`src/rtl/config_field_sequencer.sv`:
```
// Configuration-mode controller for the RTC display: selects the field being edited,
// turns up/down buttons into single-cycle strobes with hold-to-repeat, and flags commit on exit.
module config_field_sequencer #(
    parameter int NUM_FIELDS    = 6,
    parameter int REPEAT_DELAY  = 50_000_000,
    parameter int REPEAT_PERIOD = 25_000_000
) (
    input  logic       clk,
    input  logic       reset,
    input  logic       btn_config,
    input  logic       btn_left,
    input  logic       btn_right,
    input  logic       btn_up,
    input  logic       btn_down,
    output logic [3:0] contadoresH,
    output logic       arriba,
    output logic       abajo,
    output logic       config_active,
    output logic       commit
);

    localparam int T_MAX = (REPEAT_DELAY > REPEAT_PERIOD) ? REPEAT_DELAY : REPEAT_PERIOD;
    localparam int T_W   = $clog2(T_MAX + 1);

    localparam logic [3:0]     LAST_FIELD = 4'(NUM_FIELDS);
    localparam logic [T_W-1:0] T_DELAY    = T_W'(REPEAT_DELAY);
    localparam logic [T_W-1:0] T_PERIOD   = T_W'(REPEAT_PERIOD);
    localparam logic [T_W-1:0] T_ZERO     = T_W'(0);
    localparam logic [T_W-1:0] T_ONE      = T_W'(1);

    typedef enum logic [1:0] {
        S_IDLE   = 2'd0,
        S_EDIT   = 2'd1,
        S_COMMIT = 2'd2
    } state_t;

    state_t         r_state;
    state_t         w_state_nxt;
    logic [4:0]     r_prev;
    logic [4:0]     w_btn;
    logic [4:0]     w_rise;
    logic [3:0]     r_field;
    logic [3:0]     w_field_nxt;
    logic [T_W-1:0] r_timer;
    logic [T_W-1:0] w_timer_nxt;
    logic           r_arriba;
    logic           r_abajo;
    logic           r_active;
    logic           r_commit;
    logic           w_arriba_nxt;
    logic           w_abajo_nxt;
    logic           w_active_nxt;
    logic           w_commit_nxt;

    // Bit order: config, left, right, up, down.
    assign w_btn  = {btn_config, btn_left, btn_right, btn_up, btn_down};
    assign w_rise = w_btn & ~r_prev;

    // State register.
    always_ff @(posedge clk or posedge reset) begin
        if (reset) begin
            r_state <= S_IDLE;
        end else begin
            r_state <= w_state_nxt;
        end
    end

    // Next state, field selection and strobe generation.
    always_comb begin
        w_state_nxt  = r_state;
        w_field_nxt  = r_field;
        w_timer_nxt  = T_ZERO;
        w_arriba_nxt = 1'b0;
        w_abajo_nxt  = 1'b0;
        w_active_nxt = 1'b0;
        w_commit_nxt = 1'b0;
        case (r_state)
            S_IDLE: begin
                w_field_nxt = 4'd0;
                if (w_rise[4]) begin
                    w_state_nxt  = S_EDIT;
                    w_field_nxt  = 4'd1;
                    w_active_nxt = 1'b1;
                end else begin
                    w_state_nxt = S_IDLE;
                end
            end
            S_EDIT: begin
                w_active_nxt = 1'b1;
                if (w_rise[4]) begin
                    w_state_nxt  = S_COMMIT;
                    w_field_nxt  = 4'd0;
                    w_active_nxt = 1'b0;
                    w_commit_nxt = 1'b1;
                end else if (w_rise[3] ^ w_rise[2]) begin
                    // A field change leaves the timer at zero so a still-held button stays quiet.
                    if (w_rise[2]) begin
                        w_field_nxt = (r_field >= LAST_FIELD) ? 4'd1 : r_field + 4'd1;
                    end else begin
                        w_field_nxt = (r_field <= 4'd1) ? LAST_FIELD : r_field - 4'd1;
                    end
                end else if (btn_up ^ btn_down) begin
                    if (w_rise[1] | w_rise[0]) begin
                        w_arriba_nxt = btn_up;
                        w_abajo_nxt  = btn_down;
                        w_timer_nxt  = T_DELAY;
                    end else if (r_timer == T_ONE) begin
                        w_arriba_nxt = btn_up;
                        w_abajo_nxt  = btn_down;
                        w_timer_nxt  = T_PERIOD;
                    end else if (r_timer != T_ZERO) begin
                        w_timer_nxt = r_timer - T_ONE;
                    end else begin
                        w_timer_nxt = T_ZERO;
                    end
                end else begin
                    w_timer_nxt = T_ZERO;
                end
            end
            S_COMMIT: begin
                w_state_nxt = S_IDLE;
                w_field_nxt = 4'd0;
            end
            default: begin
                w_state_nxt = S_IDLE;
                w_field_nxt = 4'd0;
            end
        endcase
    end

    // Datapath and output registers; button history updates in every state.
    always_ff @(posedge clk or posedge reset) begin
        if (reset) begin
            r_prev   <= 5'd0;
            r_field  <= 4'd0;
            r_timer  <= T_ZERO;
            r_arriba <= 1'b0;
            r_abajo  <= 1'b0;
            r_active <= 1'b0;
            r_commit <= 1'b0;
        end else begin
            r_prev   <= w_btn;
            r_field  <= w_field_nxt;
            r_timer  <= w_timer_nxt;
            r_arriba <= w_arriba_nxt;
            r_abajo  <= w_abajo_nxt;
            r_active <= w_active_nxt;
            r_commit <= w_commit_nxt;
        end
    end

    assign contadoresH   = r_field;
    assign arriba        = r_arriba;
    assign abajo         = r_abajo;
    assign config_active = r_active;
    assign commit        = r_commit;

endmodule

```
`config.mk`:
```
export PLATFORM = sky130hd
export DESIGN_NAME = config_field_sequencer
export DESIGN_NICKNAME = d
export VERILOG_FILES = /design/src/rtl/config_field_sequencer.sv
export SDC_FILE = /design/constraint.sdc
export NUM_CORES = 1
export LEC_CHECK = 0
export BUFFER_PORTS_ARGS = -buffer_cell sky130_fd_sc_hd__buf_2
export CAP_MARGIN = 20
export CORE_MARGIN = 4
export CORE_UTILIZATION = 60
export CTS_BUF_LIST = sky130_fd_sc_hd__clkbuf_4 sky130_fd_sc_hd__clkbuf_8 sky130_fd_sc_hd__clkbuf_16
export DETAILED_ROUTE_END_ITERATION = 12
export GPL_TIMING_DRIVEN = 0
export PLACE_DENSITY_LB_ADDON = 0.08
export REMOVE_ABC_BUFFERS = 1
export SYNTH_ARGS = -nofsm -noshare
export SYNTH_HDL_FRONTEND = slang
export SYNTH_SLANG_ARGS = --single-unit
```
`constraint.sdc`:
```
create_clock -name clk -period 3.93 [get_ports clk]
set_input_delay 0.1965 -clock clk [delete_from_list [all_inputs] [get_ports clk]]
set_output_delay 0.1965 -clock clk [all_outputs]
set_load 0.005 [all_outputs]
```
Yosys cells after proc, flatten, opt, wreduce, memory -nomap -nowiden
Cells that the tools add are included.
W data, S select, Z words.
{"block": "totals", "regBits": 41, "word_cells": 57}
{"block": "classes", "n_addsub": 3, "magnitude_cmp": 2, "eq_ne": 4, "n_mux": 33, "bitwise_logic": 5, "reduce_logical": 2}
{"op": "$mux W26", "n": 7}
{"op": "$eq A26 B1 Y1 const B", "n": 1}
{"op": "$reduce_bool A26 Y1", "n": 1}
{"op": "$sub A26 B1 Y26 const B", "n": 1}
{"op": "$mux W4", "n": 5}
{"op": "$mux W1", "n": 17}
{"op": "$pmux W4 S2", "n": 1}
{"op": "$and A5 B5 Y5", "n": 1}
{"op": "$not A5 Y5", "n": 1}
{"op": "$add A4 B1 Y4 const B", "n": 1}
{"op": "$ge A4 B3 Y1 const B", "n": 1}
{"op": "$le A4 B1 Y1 const B", "n": 1}
{"op": "$pmux W2 S2", "n": 1}
{"op": "$sub A4 B1 Y4 const B", "n": 1}
{"op": "$ne A3 B3 Y1 const B", "n": 1}
{"op": "$eq A2 B1 Y1 const B", "n": 1}
{"op": "$logic_not A2 Y1", "n": 1}
{"op": "$mux W2", "n": 1}
{"op": "$ne A2 B2 Y1 const B", "n": 1}
{"op": "$pmux W1 S2", "n": 1}
{"op": "$xor A1 B1 Y1", "n": 2}
{"op": "$or A1 B1 Y1", "n": 1}

Longest topological paths before layout
{"block": "depth", "depth_word": 8, "ltp_mapped": 8, "mapped_depth_nobuf": 7}

Least setup slack after synthesis
OpenSTA, ideal clock, no wires.
{"block": "synth_path", "kind": "register to register", "startpoint": "reg r_timer[0]", "endpoint": "reg r_timer[24]", "arrival_time_ns": 1.811, "slack_ns": 1.995, "path_stages_with_launch": 9, "path_buffers": 1, "path_cell_list": "dfrtp_1 -> inv_1 -> ha_1 -> clkbuf_1 -> nor4b_1 -> nand4_1 -> nor3_1 -> mux2i_1 -> a21oi_1"}
{"block": "synth_via", "elab_chain_cells": 8}
{"item": "from (decl)", "line_no": "44", "source": "logic [T_W-1:0] r_timer;"}
{"item": "from (signal assigned)", "line_no": "144", "source": "r_timer <= w_timer_nxt;"}
{"item": "$sub A26 B1 Y26 / $reduce_bool A26 Y1 (equally long branches)", "line_no": "112, 111"}
{"item": "$mux W26", "line_no": "111", "source": "end else if (r_timer != T_ZERO) begin"}
{"item": "$mux W26 (*)", "line_no": "107", "source": "end else if (r_timer == T_ONE) begin"}
{"item": "$mux W26 (*)", "line_no": "103", "source": "if (w_rise[1] | w_rise[0]) begin"}
{"item": "$mux W26 (*)", "line_no": "102", "source": "end else if (btn_up ^ btn_down) begin"}
{"item": "$mux W26 (*)", "line_no": "95", "source": "end else if (w_rise[3] ^ w_rise[2]) begin"}
{"item": "$mux W26 (*)", "line_no": "90", "source": "if (w_rise[4]) begin"}
{"item": "$mux W26 (*)", "line_no": "77", "source": "case (r_state)"}
{"item": "net w_timer_nxt[24]", "line_no": "45", "source": "logic [T_W-1:0] w_timer_nxt;"}
The timed path passes the listed nets; every way through them passes the cells marked *.
A chain may end at the register's enable or synchronous reset.

Worst setup path after layout
Ends and elaborated chain as after synthesis.

==> impl_results.rst <==
.. list-table::
   :header-rows: 1

   * - Metric
     - Value
   * - Clk pin slew, worst setup/hold paths
     - 70 ps
   * - X dimension of the die
     - 68.8 µm
   * - Critical R2R Launch
     - r_timer[0]
   * - Antenna diode instance count
     - 0
   * - Largest net degree at the start of global routing
     - 42
   * - Number of antenna violations at the first check in global routing
     - 0
   * - Total setup buffers inserted after CTS
     - 0
   * - First DRT Iteration DRCs
     - 117
   * - Synth Register Bits
     - 41
   * - VDD IR-drop max
     - 0.289 mV
   * - Power per cell area
     - 673 nW/µm²
   * - Sequential cell area fraction in the yosys report
     - 46.3%
   * - Yosys top cell by area
     - sky130_fd_sc_hd__dfrtp_1
   * - Fraction of final layout cells with drive strength greater than 1
     - 17.6%
   * - Arrival time reported for the critical path endpoint
     - 2390 ps
   * - Result of the run
     - completed
   * - Cell depth of the worst flop-to-flop path
     - 7
   * - Time the final worst path needs with I/O delays and setup
     - 2210 ps
   * - Commonest cells after routing, fill and taps aside
     - sky130_fd_sc_hd__dfrtp_1 (41), sky130_fd_sc_hd__a21oi_1 (19), sky130_fd_sc_hd__nor2_1 (17)
   * - Routed via count
     - 1684
   * - Worst min path class
     - in2reg
   * - Die Height
     - 68.8 µm
   * - Clock latency reported for the late side of the worst-skew pair
     - 290 ps
   * - Number of nets in the layout
     - 245
   * - CP max FO
     - 8
   * - Ranking of synthesized cells by area
     - sky130_fd_sc_hd__dfrtp_1 (46%), sky130_fd_sc_hd__xnor2_1 (5.1%), sky130_fd_sc_hd__a21oi_1 (4.3%)
   * - Count of H-tree levels built during CTS
     - 2
   * - Full die area
     - 4730 µm²
   * - Number of remaining DRC errors
     - 0
   * - Number of CTS-inserted buffers
     - 5
   * - Number of synthesized flops with an enable pin
     - 0
   * - Port Buffer Count
     - 14
   * - Resized Gates After CTS
     - 0
   * - Final Util
     - 71.3%
   * - Instance count of the mapped netlist
     - 216
   * - Ratio of final minimum period to clock period
     - 56.3%
   * - Routed len/inst
     - 15.4 µm
   * - Area Growth Syn to Fin
     - 10.8%
   * - Total Power Consumption
     - 1.65 mW
   * - Actual slew at the worst max-slew pin
     - 844 ps
   * - Final count of pins violating max slew
     - 0
   * - Post-cts hold buffer count
     - 0
   * - TritonCTS clock tree
     - yes
   * - Worst Skew
     - 1.79 ps
   * - CTS max path bufs
     - 2
   * - Final setup slack of the worst path
     - 1720 ps
   * - Post-detail-place hpwl
     - 3150 µm
   * - Startpoint type of the worst setup path
     - flop
   * - Filler Cells Inserted
     - 271
   * - Total Negative Setup Slacks
     - 0 ps
   * - Max-Slew Margin vs Limit
     - 43.7%
   * - Number of cells on the worst hold path
     - 1
   * - Sink count of the clock tree
     - 41
   * - Unrepaired setup endpoints after global routing
     - no
   * - Post-detailed-routing wire length
     - 4300 µm
   * - Leakage component of the power
     - 1.16 nW
   * - Worst setup path startpoint
     - r_timer[0]
   * - Routed via count divided by cell count
     - 6.04
   * - Root buffer cell
     - sky130_fd_sc_hd__clkbuf_8
   * - Netlist Area Pre-Place
     - 2220 µm²
   * - Sink of the worst hold path
     - r_prev[2]
   * - Effective utilization at floorplan
     - 64.4%
   * - First-pass GRT wire length
     - 7580 µm
   * - Number of different library cells in the post-synthesis netlist
     - 45
   * - Hold Slack
     - 16.5 ps
   * - Endpoint of the most critical register-to-register path
     - r_timer[24]
   * - Overall fraction of global-route tracks in use
     - 21.8%
   * - Hold Startpoint
     - btn_right
   * - Final weighted congestion of routability-driven global placement
     - 0.904
   * - MaxCap Viol Count
     - 0
   * - Number of global-route vias before repair
     - 1716
   * - Number of ports placed on the die boundary
     - 15
   * - Required @ worst endpoint
     - 4110 ps
   * - ANT nets after route
     - 0
   * - Synth Flop Type
     - sky130_fd_sc_hd__dfrtp_1
   * - Avg Cell Area, Syn
     - 10.3 µm²
   * - Final number of setup-violating endpoints
     - 0
   * - Most common cell after layout, fill and taps aside
     - sky130_fd_sc_hd__dfrtp_1
   * - Setup slack of the worst register-to-register path
     - 1720 ps
   * - Hold Vio Cnt, Final
     - 0
   * - Area share of the largest cell type after synthesis
     - 46.3%
   * - Placement-stage worst setup slack
     - 1770 ps
   * - Nature of the critical path endpoint
     - flop
   * - Yosys Warn Count
     - 0
   * - Final global-route overflow total
     - 0
   * - Iteration count of the initial detailed-routing pass
     - 5
   * - Async set-or-reset flop fraction in the synthesized netlist
     - 100%
   * - Site Rows
     - 21
   * - Core box area
     - 3440 µm²
   * - CP Class
     - reg2reg
   * - Maximum frequency from static timing analysis
     - 0.452 GHz
-- metrics by stage --
stage,area (µm²),cells
after floorplan,2190,211
after global placement,2320,271
after detailed placement,2320,271
after CTS,2450,279
after global routing,2450,279
final,2450,279
-- routing by layer --
metal,vias to the layer above,wire length (µm),global-route usage [%]
met3,6,180,6.32
met2,40,2160,35.6
met4,0,51,9.49
met1,828,1910,26.8
li1,810,-,-
met5,-,0,0
-- how the worst max path moves through the flow --
stage                        to  slack [ps]  depth (start not counted)
finish              r_timer[24]        1720                          7
global route        r_timer[20]        1610                          7
CTS                 r_timer[24]        1760                          7
detailed placement  r_timer[24]        1770                          7
global placement    r_timer[24]        1830                          7
floorplan           r_timer[24]        2090                          7
-- cells in the mapped netlist, types with 3 or more instances --
library cell              instances
sky130_fd_sc_hd__a21oi_1         19
sky130_fd_sc_hd__buf_2            3
sky130_fd_sc_hd__dfrtp_1         41
sky130_fd_sc_hd__ha_1             6
sky130_fd_sc_hd__inv_1            9
sky130_fd_sc_hd__nand2_1         12
sky130_fd_sc_hd__nand3_1          5
sky130_fd_sc_hd__nand4_1          4
sky130_fd_sc_hd__nor2_1          17
sky130_fd_sc_hd__nor2b_1          4
sky130_fd_sc_hd__nor3_1          12
sky130_fd_sc_hd__nor4_1           3
sky130_fd_sc_hd__nor4_2           4
sky130_fd_sc_hd__o21ai_0          7
sky130_fd_sc_hd__o21ai_1          4
sky130_fd_sc_hd__o22ai_1          3
sky130_fd_sc_hd__o31ai_1          3
sky130_fd_sc_hd__or2_2            5
sky130_fd_sc_hd__xnor2_1         13
sky130_fd_sc_hd__xor2_1           6
-- layout make-up --
class	count	area, µm²	area share (%)
repair buffers	14	70.1	2.85
clock inverters	3	65.1	2.65
flip-flops and latches	41	1030	41.8
multi-input cells	161	1130	46.2
clock buffers	5	68.8	2.80
inverters	9	33.8	1.38
well taps	46	57.6	2.34
-- sequential cells by signal (all words and copies together), names as in the netlist --
register	cells
abajo	1
config_active	1
commit	1
arriba	1
r_state	2
r_timer	26
contadoresH	4
r_prev	5
-- power breakdown --
| part | internal, mW | leakage [nW] | switching, mW |
|---|---|---|---|
| logic | 0.310 | 0.538 | 0.422 |
| registers | 0.467 | 0.552 | 0.0579 |
| clock network | 0.252 | 0.0681 | 0.143 |
-- cell families (layout without fill, tap and decap cells) --
| family | after synthesis | count (layout) | share of synthesized area (%) |
|---|---|---|---|
| AO/OA/AOI/OAI | 47 | 47 | 15.1 |
| XOR/XNOR | 19 | 19 | 7.51 |
| adder cells (fa/ha/maj) | 6 | 6 | 3.39 |
| buffers and inverters | 14 | 31 | 2.54 |
| flip-flops | 41 | 41 | 46.3 |
| multiplexers | 2 | 2 | 0.903 |
| AND/OR/NAND/NOR | 87 | 87 | 24.3 |
-- worst max-delay path, stage by stage (launching register included) --
cell                      delay (ps)
sky130_fd_sc_hd__dfrtp_1         420
sky130_fd_sc_hd__inv_1           110
sky130_fd_sc_hd__ha_1            320
sky130_fd_sc_hd__nor4b_1         300
sky130_fd_sc_hd__nand4_1         300
sky130_fd_sc_hd__nor3_1          340
sky130_fd_sc_hd__mux2i_1         230
sky130_fd_sc_hd__a21oi_1          80
No activity file was read; power rests on OpenSTA's default activity.
